--- config.mk ---
export PLATFORM = sky130hd
export DESIGN_NAME = puf_s04_apb_sequencer
export DESIGN_NICKNAME = d
export VERILOG_FILES = /design/src/rtl/puf_s04_apb_sequencer_pkg.sv /design/src/rtl/puf_apb_master_xfer.sv /design/src/rtl/puf_s04_apb_sequencer.sv
export SDC_FILE = /design/constraint.sdc
export NUM_CORES = 1
export LEC_CHECK = 0
export ABC_AREA = 1
export BUFFER_PORTS_ARGS = -buffer_cell sky130_fd_sc_hd__buf_2
export CAP_MARGIN = 20
export CORE_MARGIN = 2
export CORE_UTILIZATION = 46
export DETAILED_ROUTE_END_ITERATION = 12
export PLACE_DENSITY = 0.86
export SETUP_SLACK_MARGIN = 0.02
export SYNTH_ARGS = -nofsm -noshare
export SYNTH_HDL_FRONTEND = slang
export SYNTH_SLANG_ARGS = --single-unit
--- constraint.sdc ---
create_clock -name pclk -period 3 [get_ports pclk]
set_clock_uncertainty 0.1 [all_clocks]
set_input_delay 0.3 -clock pclk [delete_from_list [all_inputs] [get_ports pclk]]
set_output_delay 0.3 -clock pclk [all_outputs]
set_load 0.005 [all_outputs]
--- src/rtl/puf_s04_apb_sequencer_pkg.sv ---
// rtl/puf_s04_apb_sequencer_pkg.sv - shared APB widths, PUF register offsets, response codes and state encodings
// Holds the constants that the sequencer top and its single-transfer APB engine share.
package puf_s04_apb_sequencer_pkg;

  localparam int APB_ADDR_WIDTH   = 32;
  localparam int APB_DATA_WIDTH   = 32;
  localparam int APB_STROBE_WIDTH = APB_DATA_WIDTH / 8;

  localparam logic [APB_ADDR_WIDTH-1:0] PUF_CTRL_ADDR = 'h00;
  localparam logic [APB_ADDR_WIDTH-1:0] PUF_STAT_ADDR = 'h04;
  localparam logic [APB_ADDR_WIDTH-1:0] PUF_CHAL_ADDR = 'h08;
  localparam logic [APB_ADDR_WIDTH-1:0] PUF_RESP_ADDR = 'h0C;

  localparam logic [1:0] RSP_OK      = 2'd0;
  localparam logic [1:0] RSP_SLVERR  = 2'd1;
  localparam logic [1:0] RSP_TIMEOUT = 2'd2;

  typedef enum logic [2:0] {
    ST_IDLE     = 3'd0,
    ST_WR_CHAL  = 3'd1,
    ST_WR_START = 3'd2,
    ST_POLL     = 3'd3,
    ST_RD_RESP  = 3'd4,
    ST_RESP     = 3'd5
  } seq_state_t;

  typedef enum logic [1:0] {
    XFER_IDLE   = 2'd0,
    XFER_SETUP  = 2'd1,
    XFER_ACCESS = 2'd2
  } xfer_phase_t;

  // Poll counter must stick at all-ones rather than wrap back to zero.
  function automatic logic [7:0] sat_inc8(input logic [7:0] v);
    return (v == 8'hFF) ? v : v + 8'd1;
  endfunction

endpackage

--- src/rtl/puf_apb_master_xfer.sv ---
// rtl/puf_apb_master_xfer.sv - single APB transfer engine (SETUP, ACCESS with wait states, error capture)
// A start accepted on the completing ACCESS cycle chains straight into the next SETUP with psel held high.
module puf_apb_master_xfer
  import puf_s04_apb_sequencer_pkg::*;
(
  input  logic                        pclk,
  input  logic                        presetn,
  input  logic                        start,
  input  logic [APB_ADDR_WIDTH-1:0]   addr,
  input  logic                        write,
  input  logic [APB_DATA_WIDTH-1:0]   wdata,
  output logic                        done,
  output logic                        err,
  output logic [APB_DATA_WIDTH-1:0]   rdata,
  output logic [APB_ADDR_WIDTH-1:0]   paddr,
  output logic [APB_DATA_WIDTH-1:0]   pwdata,
  output logic [2:0]                  pprot,
  output logic                        psel,
  output logic                        penable,
  output logic                        pwrite,
  output logic [APB_STROBE_WIDTH-1:0] pstrb,
  input  logic                        pready,
  input  logic                        pslverr,
  input  logic [APB_DATA_WIDTH-1:0]   prdata
);

  xfer_phase_t phase_q;
  xfer_phase_t phase_d;
  logic        load;

  assign done  = (phase_q == XFER_ACCESS) && pready;
  assign err   = done && pslverr;
  assign rdata = prdata;
  assign load  = start && ((phase_q == XFER_IDLE) || done);

  always_ff @(posedge pclk or negedge presetn) begin
    if (!presetn) begin
      phase_q <= XFER_IDLE;
    end else begin
      phase_q <= phase_d;
    end
  end

  always_comb begin
    phase_d = phase_q;
    unique case (phase_q)
      XFER_IDLE:   if (start) phase_d = XFER_SETUP;
      XFER_SETUP:  phase_d = XFER_ACCESS;
      XFER_ACCESS: if (pready) phase_d = start ? XFER_SETUP : XFER_IDLE;
      default:     phase_d = XFER_IDLE;
    endcase
  end

  // Address and data are only reloaded at a transfer boundary, so they stay put through wait states.
  always_ff @(posedge pclk or negedge presetn) begin
    if (!presetn) begin
      paddr  <= '0;
      pwdata <= '0;
      pwrite <= 1'b0;
      pstrb  <= '0;
    end else if (load) begin
      paddr  <= addr;
      pwdata <= wdata;
      pwrite <= write;
      pstrb  <= {APB_STROBE_WIDTH{write}};
    end
  end

  always_comb begin
    psel    = (phase_q != XFER_IDLE);
    penable = (phase_q == XFER_ACCESS);
    pprot   = 3'b000;
  end

endmodule

--- src/rtl/puf_s04_apb_sequencer.sv ---
// rtl/puf_s04_apb_sequencer.sv - PUF challenge/response sequencer driving an APB master
// Writes the challenge, kicks the PUF, polls for done, reads the response, and hands back a coded result.
module puf_s04_apb_sequencer
  import puf_s04_apb_sequencer_pkg::*;
#(
  parameter logic [APB_ADDR_WIDTH-1:0] CTRL_ADDR = PUF_CTRL_ADDR,
  parameter logic [APB_ADDR_WIDTH-1:0] STAT_ADDR = PUF_STAT_ADDR,
  parameter logic [APB_ADDR_WIDTH-1:0] CHAL_ADDR = PUF_CHAL_ADDR,
  parameter logic [APB_ADDR_WIDTH-1:0] RESP_ADDR = PUF_RESP_ADDR,
  parameter int unsigned               POLL_MAX  = 255
) (
  input  logic                        pclk,
  input  logic                        presetn,
  input  logic                        req_valid,
  input  logic [APB_DATA_WIDTH-1:0]   req_challenge,
  output logic                        req_ready,
  output logic                        rsp_valid,
  input  logic                        rsp_ready,
  output logic [APB_DATA_WIDTH-1:0]   rsp_data,
  output logic [1:0]                  rsp_code,
  output logic [APB_ADDR_WIDTH-1:0]   paddr,
  output logic [APB_DATA_WIDTH-1:0]   pwdata,
  output logic [2:0]                  pprot,
  output logic                        psel,
  output logic                        penable,
  output logic                        pwrite,
  output logic [APB_STROBE_WIDTH-1:0] pstrb,
  input  logic                        pready,
  input  logic                        pslverr,
  input  logic [APB_DATA_WIDTH-1:0]   prdata
);

  localparam logic [7:0] POLL_LAST = 8'(POLL_MAX - 1);

  seq_state_t                state_q;
  seq_state_t                state_d;
  logic                      rst_done_q;
  logic [7:0]                poll_cnt_q;
  logic [APB_DATA_WIDTH-1:0] rsp_data_q;
  logic [1:0]                rsp_code_q;

  logic                      xfer_start;
  logic [APB_ADDR_WIDTH-1:0] xfer_addr;
  logic                      xfer_write;
  logic [APB_DATA_WIDTH-1:0] xfer_wdata;
  logic                      x_done;
  logic                      x_err;
  logic [APB_DATA_WIDTH-1:0] x_rdata;

  logic accept;
  logic ok_done;
  logic stat_done;
  logic poll_last;

  // rst_done_q keeps req_ready low while reset is held even though the FSM already sits in IDLE.
  assign accept    = req_valid && (state_q == ST_IDLE) && rst_done_q;
  assign ok_done   = x_done && !x_err;
  assign stat_done = x_rdata[0];
  assign poll_last = (poll_cnt_q == POLL_LAST);

  always_ff @(posedge pclk or negedge presetn) begin
    if (!presetn) begin
      state_q    <= ST_IDLE;
      rst_done_q <= 1'b0;
    end else begin
      state_q    <= state_d;
      rst_done_q <= 1'b1;
    end
  end

  always_comb begin
    state_d = state_q;
    unique case (state_q)
      ST_IDLE:     if (accept) state_d = ST_WR_CHAL;
      ST_WR_CHAL:  if (x_done) state_d = x_err ? ST_RESP : ST_WR_START;
      ST_WR_START: if (x_done) state_d = x_err ? ST_RESP : ST_POLL;
      ST_POLL: begin
        if (x_done) begin
          if (x_err)          state_d = ST_RESP;
          else if (stat_done) state_d = ST_RD_RESP;
          else if (poll_last) state_d = ST_RESP;
        end
      end
      ST_RD_RESP:  if (x_done) state_d = ST_RESP;
      ST_RESP:     if (rsp_ready) state_d = ST_IDLE;
      default:     state_d = ST_IDLE;
    endcase
  end

  // The next transfer is requested in the completing cycle so its SETUP follows without a gap.
  always_comb begin
    req_ready  = (state_q == ST_IDLE) && rst_done_q;
    rsp_valid  = (state_q == ST_RESP);
    xfer_start = 1'b0;
    xfer_addr  = '0;
    xfer_write = 1'b0;
    xfer_wdata = '0;
    unique case (state_q)
      ST_IDLE: begin
        if (accept) begin
          xfer_start = 1'b1;
          xfer_addr  = CHAL_ADDR;
          xfer_write = 1'b1;
          xfer_wdata = req_challenge;
        end
      end
      ST_WR_CHAL: begin
        if (ok_done) begin
          xfer_start = 1'b1;
          xfer_addr  = CTRL_ADDR;
          xfer_write = 1'b1;
          xfer_wdata = APB_DATA_WIDTH'(1);
        end
      end
      ST_WR_START: begin
        if (ok_done) begin
          xfer_start = 1'b1;
          xfer_addr  = STAT_ADDR;
        end
      end
      ST_POLL: begin
        if (ok_done && stat_done) begin
          xfer_start = 1'b1;
          xfer_addr  = RESP_ADDR;
        end else if (ok_done && !poll_last) begin
          xfer_start = 1'b1;
          xfer_addr  = STAT_ADDR;
        end
      end
      default: ;
    endcase
  end

  always_ff @(posedge pclk or negedge presetn) begin
    if (!presetn) begin
      poll_cnt_q <= '0;
    end else if (accept) begin
      poll_cnt_q <= '0;
    end else if ((state_q == ST_POLL) && ok_done && !stat_done) begin
      poll_cnt_q <= sat_inc8(poll_cnt_q);
    end
  end

  // Result registers only move on a completing transfer, so they hold steady throughout RESP.
  always_ff @(posedge pclk or negedge presetn) begin
    if (!presetn) begin
      rsp_data_q <= '0;
      rsp_code_q <= RSP_OK;
    end else if (x_done) begin
      if (x_err) begin
        rsp_data_q <= '0;
        rsp_code_q <= RSP_SLVERR;
      end else if (state_q == ST_RD_RESP) begin
        rsp_data_q <= x_rdata;
        rsp_code_q <= RSP_OK;
      end else if ((state_q == ST_POLL) && !stat_done && poll_last) begin
        rsp_data_q <= '0;
        rsp_code_q <= RSP_TIMEOUT;
      end
    end
  end

  assign rsp_data = rsp_data_q;
  assign rsp_code = rsp_code_q;

  puf_apb_master_xfer u_xfer (
    .pclk    (pclk),
    .presetn (presetn),
    .start   (xfer_start),
    .addr    (xfer_addr),
    .write   (xfer_write),
    .wdata   (xfer_wdata),
    .done    (x_done),
    .err     (x_err),
    .rdata   (x_rdata),
    .paddr   (paddr),
    .pwdata  (pwdata),
    .pprot   (pprot),
    .psel    (psel),
    .penable (penable),
    .pwrite  (pwrite),
    .pstrb   (pstrb),
    .pready  (pready),
    .pslverr (pslverr),
    .prdata  (prdata)
  );

endmodule

==> report_table.html, run 1 <==
<table>
<tr><th>Metric</th><th>Value</th></tr>
<tr><th colspan="2">Setup path</th></tr>
<tr><td>Launching element of the worst setup path</td><td>state_q[0]</td></tr>
<tr><td>Slowest stage delay, CP</td><td>490 ps</td></tr>
<tr><td>Cells along the critical path</td><td>nor2_4, nand3_2, nor2_8, nor2_1, nand2_2, nand2_4, nand2_1, nand2_1</td></tr>
<tr><td>CP arrival</td><td>2250 ps</td></tr>
<tr><td>Startpoint types</td><td>register</td></tr>
<tr><td>Slack of the worst reg-to-reg path</td><td>900 ps</td></tr>
<tr><td>Capture instance of the worst register-to-register path</td><td>u_xfer.pwdata[7]</td></tr>
<tr><td>Largest fanout on the critical path</td><td>37</td></tr>
<tr><td>Crit path buf inv count</td><td>0</td></tr>
<tr><td>Worst Setup EP</td><td>u_xfer.pwdata[7]</td></tr>
<tr><td>Reg2reg start</td><td>state_q[0]</td></tr>
<tr><td>Crit. End Element</td><td>register</td></tr>
<tr><td>Required time reported for the critical path endpoint</td><td>3150 ps</td></tr>
<tr><td>Critical path's slowest cell</td><td>sky130_fd_sc_hd__dfrtp_1</td></tr>
<tr><td>Number of cells traversed by the worst register-to-register path</td><td>8</td></tr>
<tr><td>Type of the worst setup path</td><td>register to register</td></tr>
<tr><td>Cell family with most CP delay</td><td>simple AND/OR/NAND/NOR gates</td></tr>
<tr><td>Cell seen most often among critical-path stages</td><td>sky130_fd_sc_hd__nand2_1</td></tr>
<tr><td>WP depth</td><td>8</td></tr>
<tr><th colspan="2">Layout</th></tr>
<tr><td>Post-route cell area</td><td>4970 sq um</td></tr>
<tr><td>Fraction of final layout cells with drive strength greater than 1</td><td>28.4%</td></tr>
<tr><td>Post-synthesis to final-layout area growth</td><td>20.3%</td></tr>
<tr><td>Number of antenna diodes</td><td>0</td></tr>
<tr><td>Number of inserted filler cells in the final layout</td><td>798</td></tr>
<tr><td># nets final</td><td>701</td></tr>
<tr><th colspan="2">Run</th></tr>
<tr><td>Max-cap violation count</td><td>0</td></tr>
<tr><th colspan="2">Timing</th></tr>
<tr><td>Fin. Hold Viols</td><td>0</td></tr>
<tr><td>Minimum clock period after layout</td><td>2100 ps</td></tr>
<tr><td>Max transition margin</td><td>39.6%</td></tr>
<tr><td>Max frequency</td><td>0.475 GHz</td></tr>
<tr><td>Pins Over Slew Limit</td><td>0</td></tr>
<tr><td>Final total negative setup slack</td><td>0 ps</td></tr>
<tr><td>Setup repair after global routing missed its margin</td><td>no</td></tr>
<tr><td>Number of setup violations in the final report</td><td>0</td></tr>
<tr><td>Hold Slack</td><td>90.7 ps</td></tr>
<tr><td>Final critical-path share of the clock period</td><td>70.1%</td></tr>
<tr><td>Slew at the pin closest to its max-slew limit</td><td>905 ps</td></tr>
<tr><th colspan="2">Drt</th></tr>
<tr><td>Post-detailed-route DRC marker count</td><td>0</td></tr>
<tr><td>Final wirelength</td><td>9430 um</td></tr>
<tr><td>Number of nets still failing antenna checks after routing</td><td>0</td></tr>
<tr><td>Initial DRC count</td><td>153</td></tr>
<tr><td>First drt pass iteration count</td><td>4</td></tr>
<tr><td>Average wire length per cell after detail routing</td><td>12.7 um</td></tr>
<tr><td>Routed vias/inst</td><td>4.90</td></tr>
<tr><td>Total number of vias</td><td>3638</td></tr>
<tr><th colspan="2">Yosys</th></tr>
<tr><td>Number of enable-type register cells in the synthesized netlist</td><td>0</td></tr>
<tr><td>Number of cells produced by synthesis</td><td>495</td></tr>
<tr><td>Most common cell in the netlist</td><td>sky130_fd_sc_hd__nand2_1</td></tr>
<tr><td>Unique masters post-synth</td><td>32</td></tr>
<tr><td>Main flop type after synthesis</td><td>sky130_fd_sc_hd__dfrtp_1</td></tr>
<tr><td>Cell area after technology mapping</td><td>4140 sq um</td></tr>
<tr><td>Mean post-synth cell area</td><td>8.36 sq um</td></tr>
<tr><td>Cell type with the highest aggregate area in the netlist</td><td>sky130_fd_sc_hd__dfrtp_1</td></tr>
<tr><td>Number of warnings reported in the yosys synthesis log</td><td>0</td></tr>
<tr><td>Main area contributors after synthesis</td><td>sky130_fd_sc_hd__dfrtp_1 (50%), sky130_fd_sc_hd__nand2_1 (17%), sky130_fd_sc_hd__buf_4 (6.7%)</td></tr>
<tr><td>Count of state elements after synthesis</td><td>83</td></tr>
<tr><td>Share of synthesized area occupied by flip-flops and latches</td><td>50.2%</td></tr>
<tr><td>Top cells by instance count after synthesis</td><td>sky130_fd_sc_hd__nand2_1 (182), sky130_fd_sc_hd__dfrtp_1 (83), sky130_fd_sc_hd__buf_4 (37), sky130_fd_sc_hd__o21ai_0 (37), sky130_fd_sc_hd__o211ai_1 (31)</td></tr>
<tr><td>Async set or reset register ratio after synthesis</td><td>100%</td></tr>
<tr><td>Area share of the largest cell type after synthesis</td><td>50.2%</td></tr>
<tr><th colspan="2">Floorplanning</th></tr>
<tr><td>Effective utilization at floorplan</td><td>47.4%</td></tr>
<tr><td>Full die area</td><td>9770 sq um</td></tr>
<tr><td>Number of placement rows</td><td>34</td></tr>
<tr><td>Floorplan die width</td><td>98.8 um</td></tr>
<tr><td>Placeable Area</td><td>8720 sq um</td></tr>
<tr><td># IOs</td><td>180</td></tr>
<tr><td>Die height</td><td>98.8 um</td></tr>
<tr><th colspan="2">Placed design</th></tr>
<tr><td>Cell Area, Placed</td><td>4730 sq um</td></tr>
<tr><td>Gp weighted congestion</td><td>0.932</td></tr>
<tr><td>Detailed placer's ending HPWL</td><td>6780 um</td></tr>
<tr><td>Quantity of I/O buffers inserted on ports</td><td>146</td></tr>
<tr><th colspan="2">Global route</th></tr>
<tr><td>Total routing resource utilization after global routing</td><td>19.3%</td></tr>
<tr><td>Number of antenna violations at the first check in global routing</td><td>0</td></tr>
<tr><td>Maximum number of pins on one net before global-route repair</td><td>84</td></tr>
<tr><td>Global-route wire length before repair</td><td>15400 um</td></tr>
<tr><td>Aggregate global routing overflow</td><td>0</td></tr>
<tr><td>Number of global-route vias before repair</td><td>3364</td></tr>
<tr><th colspan="2">Clocking</th></tr>
<tr><td>Clock slew seen by the registers of the worst setup and hold paths</td><td>100 ps</td></tr>
<tr><td>Setup fix buffers added after clock tree synthesis</td><td>0</td></tr>
<tr><td>Htree depth</td><td>3</td></tr>
<tr><td>Num Clock Sinks</td><td>83</td></tr>
<tr><td>Clock latency on the worst-skew pair</td><td>350 ps</td></tr>
<tr><td>CTS tree</td><td>yes</td></tr>
<tr><td>CTS Root Cell</td><td>sky130_fd_sc_hd__clkbuf_8</td></tr>
<tr><td>Max Buffers Root-to-Sink</td><td>2</td></tr>
<tr><td>Number of buffers added by the clock tree synthesis step</td><td>9</td></tr>
<tr><th colspan="2">Hold path</th></tr>
<tr><td>Hold path depth</td><td>3</td></tr>
<tr><td>Worst min-delay path class</td><td>input port to register</td></tr>
<tr><th colspan="2">Pwr</th></tr>
<tr><td>Lkg Pwr</td><td>2.78 nW</td></tr>
<tr><td>Maximum ir drop on the vdd rail</td><td>357 uV</td></tr>
<tr><td>Total power density per cell area</td><td>736 nW/um^2</td></tr>
<tr><th colspan="2">Run status</th></tr>
<tr><td>Status</td><td>completed</td></tr>
</table>
[worst min path at each step]
stage,startpoint,end,slack [ps]
detailed placement,u_xfer.pwdata[0],u_xfer.pwdata[0],350
floorplan,presetn,poll_cnt_q[0],-100
CTS,presetn,rsp_data[25],60
global placement,rsp_code[0],rsp_code[0],350
global route,req_challenge[10],u_xfer.pwdata[10],100
finish,req_challenge[23],u_xfer.pwdata[23],90
[worst min-delay path, delay by kind of cell]
family | cells | cell delay, ps
buffers and inverters | 1 | 80
AOI/OAI and AO/OA | 1 | 70
and+or+nand+nor | 1 | 60
[through the flow]
stage | instances | util, % | worst slack (ps) | power [mW]
after floorplan | 527 | - | 1350 | 2.41
after global placement | 724 | 54.2 | 967 | 2.80
after detailed placement | 724 | 54.2 | 880 | 2.84
after CTS | 740 | 56.6 | 881 | 3.69
after global routing | 742 | 57.0 | 680 | 3.94
final | 742 | 57.0 | 896 | 3.66
[layout by cell type, fill, tap and decap left out, types with 5 or more instances in the layout]
master                     synthesis  final
sky130_fd_sc_hd__inv_1            26     26
sky130_fd_sc_hd__o21ai_0          37     37
sky130_fd_sc_hd__dfrtp_1          83     83
sky130_fd_sc_hd__nand4_1           5      5
sky130_fd_sc_hd__o21ai_1           6      6
sky130_fd_sc_hd__nand3_1          18     18
sky130_fd_sc_hd__conb_1            2     34
sky130_fd_sc_hd__o211ai_1         31     31
sky130_fd_sc_hd__clkbuf_8          0     10
sky130_fd_sc_hd__nor2_1           22     21
sky130_fd_sc_hd__buf_2             1    145
sky130_fd_sc_hd__nand2_1         182    182
[layout make-up]
| class | instances | area [sq um] | share of cell area (%) |
|---|---|---|---|
| Clock inverter | 6 | 68.8 | 1.38 |
| Clock buffer | 10 | 138 | 2.77 |
| Timing Repair Buffer | 151 | 793 | 15.9 |
| Multi-Input combinational cell | 355 | 1650 | 33.2 |
| Tap cell | 108 | 135 | 2.72 |
| Inverter | 29 | 109 | 2.19 |
| Sequential cell | 83 | 2080 | 41.8 |
[layer usage]
metal	up-vias	global-route usage (%)	part of all wire (%)
li1	1792	-	-
met1	1692	25.3	43
met2	141	32.1	48
met3	13	4.75	7.5
met4	0	5.16	1.8
met5	-	0	0
[repair_timing]
item / 4_1_cts / 5_1_grt
resized for setup: 0 / 0
endpoints found under the setup margin: 0 / 0
endpoints found under the hold margin: 0 / 13
hold buffers: 0 / 1
[power by group]
part	switching [mW]	internal, mW	total, mW
registers	0.193	1.39	1.58
logic	0.761	0.472	1.23
clock network	0.429	0.415	0.844
[kinds of logic after synthesis]
logic type      after synthesis  synth area share (%)
compound gates               79                  11.6
xor+xnor                      2                 0.424
fa+ha+maj                     2                 0.605
buf+inv                      89                  12.9
flops                        83                  50.2
other cells                   2                 0.182
simple gates                238                  24.0
[sequential cells by signal, indices dropped and copies added, names as in the netlist]
| name | flops |
|---|---|
| u_xfer.pwdata | 32 |
| u_xfer.phase_q | 2 |
| rst_done_q | 1 |
| rsp_code | 2 |
| rsp_data | 32 |
| state_q | 3 |
| u_xfer.paddr | 2 |
| poll_cnt_q | 8 |
| u_xfer.pwrite | 1 |
Power figures use the tool's default switching activity.
==> run 2: changes to the inputs <==
CORE_UTILIZATION = 43   (was 46)
PLACE_DENSITY = 0.84   (was 0.86)
clock period = 1.7 ns   (was 3 ns; I/O delays follow)
==> report_table.html, run 2 (same netlist as run 1, synthesis figures left out) <==
<table>
<tr><th>Metric</th><th>Value</th></tr>
<tr><th colspan="2">Timing</th></tr>
<tr><td>Fin. Hold Viols</td><td>0</td></tr>
<tr><td>Max frequency</td><td>0.575 GHz</td></tr>
<tr><td>Final critical-path share of the clock period</td><td>102%</td></tr>
<tr><td>Number of setup violations in the final report</td><td>21</td></tr>
<tr><td>Pins Over Slew Limit</td><td>0</td></tr>
<tr><td>Final setup slack of the worst path</td><td>-37.7 ps</td></tr>
<tr><td>Setup repair after global routing missed its margin</td><td>yes</td></tr>
<tr><td>Minimum clock period after layout</td><td>1740 ps</td></tr>
<tr><td>Final total negative setup slack</td><td>-204 ps</td></tr>
<tr><td>Hold Slack</td><td>50.7 ps</td></tr>
<tr><th colspan="2">Pwr</th></tr>
<tr><td>Total power density per cell area</td><td>1180 nW/um^2</td></tr>
<tr><td>Switching fraction of total power</td><td>38.2%</td></tr>
<tr><td>Comb power frac</td><td>42.7%</td></tr>
<tr><td>Register share of total power</td><td>36.6%</td></tr>
<tr><td>Maximum ir drop on the vdd rail</td><td>805 uV</td></tr>
<tr><td>Internal power</td><td>4.79 mW</td></tr>
<tr><td>P_sw</td><td>2.96 mW</td></tr>
<tr><td>Portion of total power attributed to the clock network</td><td>20.7%</td></tr>
<tr><td>Post-layout power</td><td>7.75 mW</td></tr>
<tr><td>Lkg Pwr</td><td>3.43 nW</td></tr>
<tr><th colspan="2">Drt</th></tr>
<tr><td>Routed metal-1 wirelength</td><td>5610 um</td></tr>
<tr><td>First drt pass iteration count</td><td>5</td></tr>
<tr><td>Average wire length per cell after detail routing</td><td>17.2 um</td></tr>
<tr><td>Final wirelength</td><td>15000 um</td></tr>
<tr><td>Routed vias/inst</td><td>5.24</td></tr>
<tr><td>Met2 Wirelength</td><td>7460 um</td></tr>
<tr><td>Post-detailed-route DRC marker count</td><td>0</td></tr>
<tr><td>Max Used Layer</td><td>met4</td></tr>
<tr><td>Wire length on met3</td><td>1370 um</td></tr>
<tr><td>Initial DRC count</td><td>386</td></tr>
<tr><td>Number of nets still failing antenna checks after routing</td><td>0</td></tr>
<tr><td>Total number of vias</td><td>4579</td></tr>
<tr><th colspan="2">Setup path</th></tr>
<tr><td>Cells along the critical path</td><td>buf_6, nand3_2, inv_2, nand2_2, nor2_4, o21ai_4, buf_12, buf_8, nand2_1, o21ai_1</td></tr>
<tr><td>Type of the worst setup path</td><td>register to register</td></tr>
<tr><td>Largest fanout on the critical path</td><td>8</td></tr>
<tr><td>Slowest stage delay, CP</td><td>440 ps</td></tr>
<tr><td>Required time reported for the critical path endpoint</td><td>1870 ps</td></tr>
<tr><td>Critical path's slowest cell</td><td>sky130_fd_sc_hd__dfrtp_1</td></tr>
<tr><td>CP arrival</td><td>1910 ps</td></tr>
<tr><td>Crit. End Element</td><td>register</td></tr>
<tr><td>Startpoint types</td><td>register</td></tr>
<tr><th colspan="2">Layout</th></tr>
<tr><td>Commonest non-fill, non-tap cell in the layout</td><td>sky130_fd_sc_hd__buf_2</td></tr>
<tr><td>Fraction of final layout cells with drive strength greater than 1</td><td>40.3%</td></tr>
<tr><td># nets final</td><td>811</td></tr>
<tr><td>Number of inserted filler cells in the final layout</td><td>628</td></tr>
<tr><td>Post-synthesis to final-layout area growth</td><td>59.0%</td></tr>
<tr><td>Post-route cell area</td><td>6580 sq um</td></tr>
<tr><td>Storage element area</td><td>2080 sq um</td></tr>
<tr><td>Most frequent cells in the layout</td><td>sky130_fd_sc_hd__buf_2 (145), sky130_fd_sc_hd__nand2_1 (140), sky130_fd_sc_hd__dfrtp_1 (80), sky130_fd_sc_hd__dlygate4sd3_1 (63), sky130_fd_sc_hd__conb_1 (34)</td></tr>
<tr><td>Area of the multi-input gates</td><td>1980 sq um</td></tr>
<tr><th colspan="2">Run</th></tr>
<tr><td>Max-cap violation count</td><td>0</td></tr>
<tr><th colspan="2">Clocking</th></tr>
<tr><td>CTS Root Cell</td><td>sky130_fd_sc_hd__clkbuf_8</td></tr>
<tr><td>CTS tree</td><td>yes</td></tr>
<tr><td>Max Buffers Root-to-Sink</td><td>2</td></tr>
<tr><td>Htree depth</td><td>3</td></tr>
<tr><td>Number of buffers added by the clock tree synthesis step</td><td>9</td></tr>
<tr><td>Clock slew seen by the registers of the worst setup and hold paths</td><td>90 ps</td></tr>
<tr><td>Clock latency on the worst-skew pair</td><td>350 ps</td></tr>
<tr><td>Num Clock Sinks</td><td>83</td></tr>
<tr><th colspan="2">Global route</th></tr>
<tr><td>Global-route wire length before repair</td><td>18700 um</td></tr>
<tr><td>Aggregate global routing overflow</td><td>0</td></tr>
<tr><td>Number of global-route vias before repair</td><td>4065</td></tr>
<tr><td>Maximum number of pins on one net before global-route repair</td><td>68</td></tr>
<tr><td>Number of antenna violations at the first check in global routing</td><td>1</td></tr>
<tr><td>Total routing resource utilization after global routing</td><td>22.7%</td></tr>
<tr><th colspan="2">Hold path</th></tr>
<tr><td>Worst min-delay path class</td><td>input port to register</td></tr>
<tr><th colspan="2">Floorplanning</th></tr>
<tr><td>Number of placement rows</td><td>35</td></tr>
<tr><td>Effective utilization at floorplan</td><td>44.6%</td></tr>
<tr><td># IOs</td><td>180</td></tr>
<tr><td>Full die area</td><td>10400 sq um</td></tr>
<tr><td>Floorplan die width</td><td>102 um</td></tr>
<tr><td>Placeable Area</td><td>9280 sq um</td></tr>
<tr><td>Die height</td><td>102 um</td></tr>
<tr><th colspan="2">Placed design</th></tr>
<tr><td>Quantity of I/O buffers inserted on ports</td><td>146</td></tr>
<tr><td>Gp weighted congestion</td><td>0.901</td></tr>
<tr><td>Detailed placer's ending HPWL</td><td>7610 um</td></tr>
<tr><td>Cell Area, Placed</td><td>4980 sq um</td></tr>
<tr><th colspan="2">Run status</th></tr>
<tr><td>Status</td><td>finished with violations</td></tr>
<tr><td>Violations in the final reports</td><td>setup timing</td></tr>
</table>
[run 2: layer usage]
metal | up-vias | track usage, %
li1 | 2027 | -
met1 | 2182 | 27.2
met3 | 71 | 5.06
met2 | 299 | 39.6
met5 | - | 0
met4 | 0 | 8.92
[run 2: worst max-delay path, delay by kind of cell, from the launching register on]
family,cells,cell delay (ps)
DFF,1,440
buffers and inverters,4,540
and+or+nand+nor,4,280
AOI/OAI and AO/OA,2,290
[run 2: power by group through the flow]
stage	clock network (mW)	logic, mW	registers, mW
3_5_place_dp	0	2.49	2.78
4_1_cts	1.63	2.61	2.75
6_report	1.61	3.31	2.83
3_3_place_gp	0	2.41	2.76
2_1_floorplan	0	1.45	2.80
5_1_grt	1.71	3.64	2.88
[run 2: final cells by class]
class,instances,share of cell area (%)
Antenna cell,1,0.0381
Clock buffer,9,1.88
Clock inverter,7,1.50
Inverter,29,1.69
Multi-Input combinational cell,356,30.2
Sequential cell,83,31.6
Tap cell,129,2.45
Timing Repair Buffer,260,30.6
[run 2: path summary, 6_finish.rpt]
path                                   start                end  slack, ps  cells after the start
min                               prdata[14]       rsp_data[14]         50                      3
min in group asynchronous            presetn       rsp_data[10]        200                      2
min reg2reg                u_xfer.pwdata[13]  u_xfer.pwdata[13]        380                      2
max reg2reg                       state_q[1]        rsp_data[4]        -40                     10
max                               state_q[1]        rsp_data[4]        -40                     10
max in group asynchronous            presetn  u_xfer.pwdata[25]        780                      3
[run 2: per-stage QoR]
| stage | worst slack [ps] | instances | utilization, % |
|---|---|---|---|
| after floorplan | 54.2 | 527 | - |
| after global placement | 45.1 | 767 | 53.7 |
| after detailed placement | -27.9 | 767 | 53.7 |
| after CTS | 12.3 | 845 | 62.8 |
| after global routing | -93.5 | 874 | 70.8 |
| final | -37.7 | 874 | 70.8 |
[run 2: timing repair]
action | CTS | global route
pin swaps | 1 | 14
resized for setup | 3 | 131
buffers inserted | 1 | 12
endpoints found under the hold margin | 88 | 2
hold buffers | 61 | 2
endpoints found under the setup margin | 55 | 81
cloned | 0 | 14
